### src/rtl/mmul_result_unload.sv
// Streams the 256-bit Montgomery multiply result to the host as WORDS words of W bits,
// LS word first, rotating the selected result register one word per handshake.
module mmul_result_unload #(
  parameter int unsigned WORDS = 16,
  parameter int unsigned W     = 16,
  parameter int unsigned CW    = 4
) (
  input  logic         clk,
  input  logic         rst,
  input  logic         mmul_rdy,
  input  logic         src_sel,
  input  logic [W-1:0] regc_word,
  input  logic [W-1:0] regd_word,
  output logic         regc_cyc,
  output logic         regd_cyc,
  output logic [W-1:0] out_data,
  output logic         out_valid,
  input  logic         out_ready,
  output logic         out_last,
  output logic         busy,
  output logic         done
);

  localparam logic [CW-1:0] LastCnt = CW'(WORDS - 1);

  typedef enum logic [2:0] {
    StIdle,
    StCapture,
    StSend,
    StRot,
    StFin
  } state_e;

  state_e        state_q, state_d;
  logic [CW-1:0] cnt_q, cnt_d;
  logic          sel_q, sel_d;
  // Resets high so a level already present at reset release is not taken as a start.
  logic          rdy_prev_q, rdy_prev_d;
  logic [W-1:0]  out_data_q, out_data_d;
  logic          out_valid_q, out_valid_d;
  logic          out_last_q, out_last_d;
  logic          regc_cyc_q, regc_cyc_d;
  logic          regd_cyc_q, regd_cyc_d;
  logic          busy_q, busy_d;
  logic          done_q, done_d;
  logic          start;

  assign start = mmul_rdy & ~rdy_prev_q;

  // Next-state and registered-output computation for the unload sequence.
  always_comb begin
    state_d     = state_q;
    cnt_d       = cnt_q;
    sel_d       = sel_q;
    rdy_prev_d  = mmul_rdy;
    out_data_d  = out_data_q;
    out_valid_d = out_valid_q;
    out_last_d  = out_last_q;
    regc_cyc_d  = 1'b0;
    regd_cyc_d  = 1'b0;
    done_d      = 1'b0;

    unique case (state_q)
      StIdle: begin
        if (start) begin
          sel_d   = src_sel;
          cnt_d   = '0;
          state_d = StCapture;
        end
      end
      StCapture: begin
        out_data_d  = sel_q ? regd_word : regc_word;
        out_valid_d = 1'b1;
        out_last_d  = (cnt_q == LastCnt);
        state_d     = StSend;
      end
      StSend: begin
        if (out_valid_q && out_ready) begin
          out_valid_d = 1'b0;
          out_last_d  = 1'b0;
          // Pulse is registered, so it is high for exactly the ROT cycle.
          regc_cyc_d  = ~sel_q;
          regd_cyc_d  = sel_q;
          state_d     = StRot;
        end
      end
      StRot: begin
        if (cnt_q == LastCnt) begin
          state_d = StFin;
        end else begin
          cnt_d   = cnt_q + CW'(1);
          state_d = StCapture;
        end
      end
      StFin: begin
        done_d  = 1'b1;
        state_d = StIdle;
      end
      default: begin
        state_d = StIdle;
      end
    endcase

    // Registered copy of (state != IDLE), aligned with state_q.
    busy_d = (state_d != StIdle);
  end

  // State and output registers with synchronous active-high reset.
  always_ff @(posedge clk) begin
    if (rst) begin
      state_q     <= StIdle;
      cnt_q       <= '0;
      sel_q       <= 1'b0;
      rdy_prev_q  <= 1'b1;
      out_data_q  <= '0;
      out_valid_q <= 1'b0;
      out_last_q  <= 1'b0;
      regc_cyc_q  <= 1'b0;
      regd_cyc_q  <= 1'b0;
      busy_q      <= 1'b0;
      done_q      <= 1'b0;
    end else begin
      state_q     <= state_d;
      cnt_q       <= cnt_d;
      sel_q       <= sel_d;
      rdy_prev_q  <= rdy_prev_d;
      out_data_q  <= out_data_d;
      out_valid_q <= out_valid_d;
      out_last_q  <= out_last_d;
      regc_cyc_q  <= regc_cyc_d;
      regd_cyc_q  <= regd_cyc_d;
      busy_q      <= busy_d;
      done_q      <= done_d;
    end
  end

  assign out_data  = out_data_q;
  assign out_valid = out_valid_q;
  assign out_last  = out_last_q;
  assign regc_cyc  = regc_cyc_q;
  assign regd_cyc  = regd_cyc_q;
  assign busy      = busy_q;
  assign done      = done_q;

endmodule

### config.mk
export PLATFORM = sky130hd
export DESIGN_NAME = mmul_result_unload
export DESIGN_NICKNAME = d
export VERILOG_FILES = /design/src/rtl/mmul_result_unload.sv
export SDC_FILE = /design/constraint.sdc
export NUM_CORES = 1
export LEC_CHECK = 0
export CORE_MARGIN = 2
export CORE_UTILIZATION = 40
export CTS_CLUSTER_DIAMETER = 150
export CTS_CLUSTER_SIZE = 25
export DETAILED_ROUTE_END_ITERATION = 10
export PLACE_DENSITY = 0.85
export SLEW_MARGIN = 20
export SYNTH_ARGS = -nofsm -noshare
export SYNTH_HDL_FRONTEND = slang
export SYNTH_SLANG_ARGS = --single-unit
### constraint.sdc
create_clock -name clk -period 2.4 [get_ports clk]
set_clock_uncertainty 0.05 [all_clocks]
set_input_delay 0.24 -clock clk [delete_from_list [all_inputs] [get_ports clk]]
set_output_delay 0.24 -clock clk [all_outputs]
set_load 0.02 [all_outputs]
==> metrics.txt <==
gr busiest metal=met2; routed wire length=3110 µm; final hold violation count=0; crit-path cells=or4b_4, o22a_4, a31o_2; crit path launch type=register; vias=around 1200; Post-Synth XOR/XNOR Area=about 1.3%; initial DRC count=17; Die Ht=slightly above 60 µm; Fillers=~290; outcome=finished, final reports clean; worst-margin pin slew=approximately 640 ps; top-area cell type share of the netlist area=46.6%; Slew Limit Fails=0; RSZ-0062 raised after global routing=no; Detail Route Antenna Nets=0; pre-CTS setup slack=around 540 ps; row cnt=20; setup tns final=0 ps; post-synthesis adder-cell area fraction=less than 1%; NumNets Final=approximately 230; fmax=0.603 GHz; Total GRT Usage=17.7%; CTS Buffer Depth=2; Die Width=61.7 µm; final setup fails=0; largest area contributor in the netlist=dfxtp_1; first-pass detailed-route iteration total=4; Post-Synth Simple-Gate Area=~16%; Main synth FF type=dfxtp_1; Synth Area per Inst=~10 µm²; total CTS buffers=5; Worst EP arrival=approximately 1800 ps; Post-synth ARST share=0%; Compound-Gate Fraction of Synth Area=between 10% and 20%; maxcap violations=0; port buffer count=58; Crit. End Element=register; die area=3810 µm²; Cells after Synth=129; CTS tree=yes; P per Cell Area=507 nW/µm²; CP max stage delay=about 600 ps; peak fanout along the critical path=8; synth warn=0; Final period util=between 60 and 70%; Post-CTS Setup Bufs=0; Leak=approximately 0.67 nW; Reg area=around 620 µm²; Post-synth EDFFs=0; combinational family with the most area after synthesis=compound AO/OA/AOI/OAI gates; post-layout worst setup margin=roughly 740 ps; Synth Register Bits=31; Initial Util=between 40% and 50%; drt drc=0; CORE AREA=3100 µm²; Buf+Inv Stages, Crit Path=0; min Tclk post-route=about 1700 ps; global-route wire length before repair=between 4000 and 5000 µm; hold buffers post-CTS=0; largest net degree at the start of global routing=36; CP top delay family=simple AND/OR/NAND/NOR gates; Synth Net Count=roughly 170; GRT overflow=0; most common cell in the netlist=dfxtp_1; met1 GRT Util=between 10% and 20%; P&R area growth vs syn=49.4%; library cells used by synthesis=33; drt wl/cell=13.4 µm; WP data required=between 2000 and 3000 ps; DP Area=just under 2000 µm²; worst setup path class=register to register; Post-Synthesis Cell Area=roughly 1300 µm²; Hold Path Class=input port to register; mux cell area share after synthesis=12.0%; fraction of layout cells with a size suffix above 1=roughly 11%; initial antenna violation count=0; grt met3 use=between 5 and 6%; multi-input logic area=about 650 µm²; Worst path slowest cell=or4b_4; GPL Wtd Cong=0.751; Post-CTS Resized=0; clk sink count=31; DPL Wire Length=2350 µm; Skew-Pair Late Insertion Delay=330 ps; via/cell ratio=between 5 and 6; Synth area leaders=dfxtp_1, mux2i_1, a211oi_1; Peak VDD IR=0.278 mV; Rel. slew slack=57.3%; global routing met2 resource utilization=between 30% and 40%; H-Tree Depth=2; vias in the first global route=between 1000 and 1500; Ports=just under 60; Root Buffer=clkbuf_4; sequential area share after synthesis=a little under half; # diodes=0; synth cell count leaders=dfxtp_1, a211oi_1, nor2_1, mux2i_1, o21ai_0; CTS clk-pin slew, worst paths=~100 ps; Final Cell Area=~2000 µm²
routing by layer:
layer	vias up	share of wire [%]
met5	-	0
met4	0	2.5
met3	8	9.0
met2	50	47
met1	530	41
li1	595	-
layout by cell type (no fill, tap or decap), drive strengths merged:
| cell | count |
|---|---|
| a211o | 1 |
| a211oi | 17 |
| a21oi | 2 |
| a31o | 2 |
| and3 | 3 |
| and4bb | 1 |
| buf | 3 |
| clkbuf | 6 |
| clkdlybuf4s50 | 58 |
| clkinv | 1 |
| dfxtp | 31 |
| ha | 1 |
| inv | 2 |
| mux2i | 16 |
| nand2 | 2 |
| nand3b | 1 |
| nor2 | 17 |
| nor2b | 2 |
| nor3 | 2 |
| nor3b | 4 |
| nor4 | 1 |
| nor4b | 1 |
| o21a | 1 |
| o21ai | 5 |
| o221a | 1 |
| o22a | 1 |
| o32ai | 1 |
| or2 | 1 |
| or3b | 1 |
| or4b | 1 |
| xnor2 | 2 |
per-stage QoR:
stage                     hold WS [ps]  util, %  cells  power, mW
after floorplan                    297        -    129      0.625
after global placement             436     62.3    225      0.713
after detailed placement           444     62.3    225      0.718
after CTS                          441     64.2    232       1.02
after global routing               465     64.2    232       1.05
final                              449     64.2    232       1.01
flip-flops by register name (all words and copies together), names as in the netlist:
name,cells
rdy_prev_q,1
done,1
out_data,16
regd_cyc,1
sel_q,1
out_valid,1
regc_cyc,1
busy,1
cnt_q,4
state_q,3
out_last,1
path summary, 6_finish.rpt:
kind              cells past startpoint  slack, ps      endpoint    startpoint
setup reg to reg                      3        740      cnt_q[1]    state_q[2]
hold / removal                        2        450    rdy_prev_q      mmul_rdy
setup / recovery                      3        740      cnt_q[1]    state_q[2]
hold reg to reg                       2        450  out_data[10]  out_data[10]
power by group:
group / total (mW) / internal, mW / leakage, nW / switching (mW)
registers: 0.541 / 0.529 / 0.251 / 0.0115
clock network: 0.304 / 0.135 / 0.0341 / 0.169
logic: 0.163 / 0.100 / 0.382 / 0.0630
total: 1.01 / 0.765 / 0.668 / 0.243
area by class of cell:
cell class	instances	area share (%)
Multi-Input combinational cell	87	32.6
Sequential cell	31	31.2
Timing Repair Buffer	61	30.3
Tap cell	44	2.77
Clock buffer	6	2.58
Inverter	2	0.377
Clock inverter	1	0.251
logic make-up after synthesis:
| kind of cell | after synthesis |
|---|---|
| DFF | 31 |
| AOI/OAI and AO/OA | 31 |
| muxes | 16 |
| and+or+nand+nor | 37 |
| adders and majority gates | 1 |
| xor gates and xnor gates | 2 |
| buffers and inverters | 11 |
No activity file was read; power rests on OpenSTA's default activity.
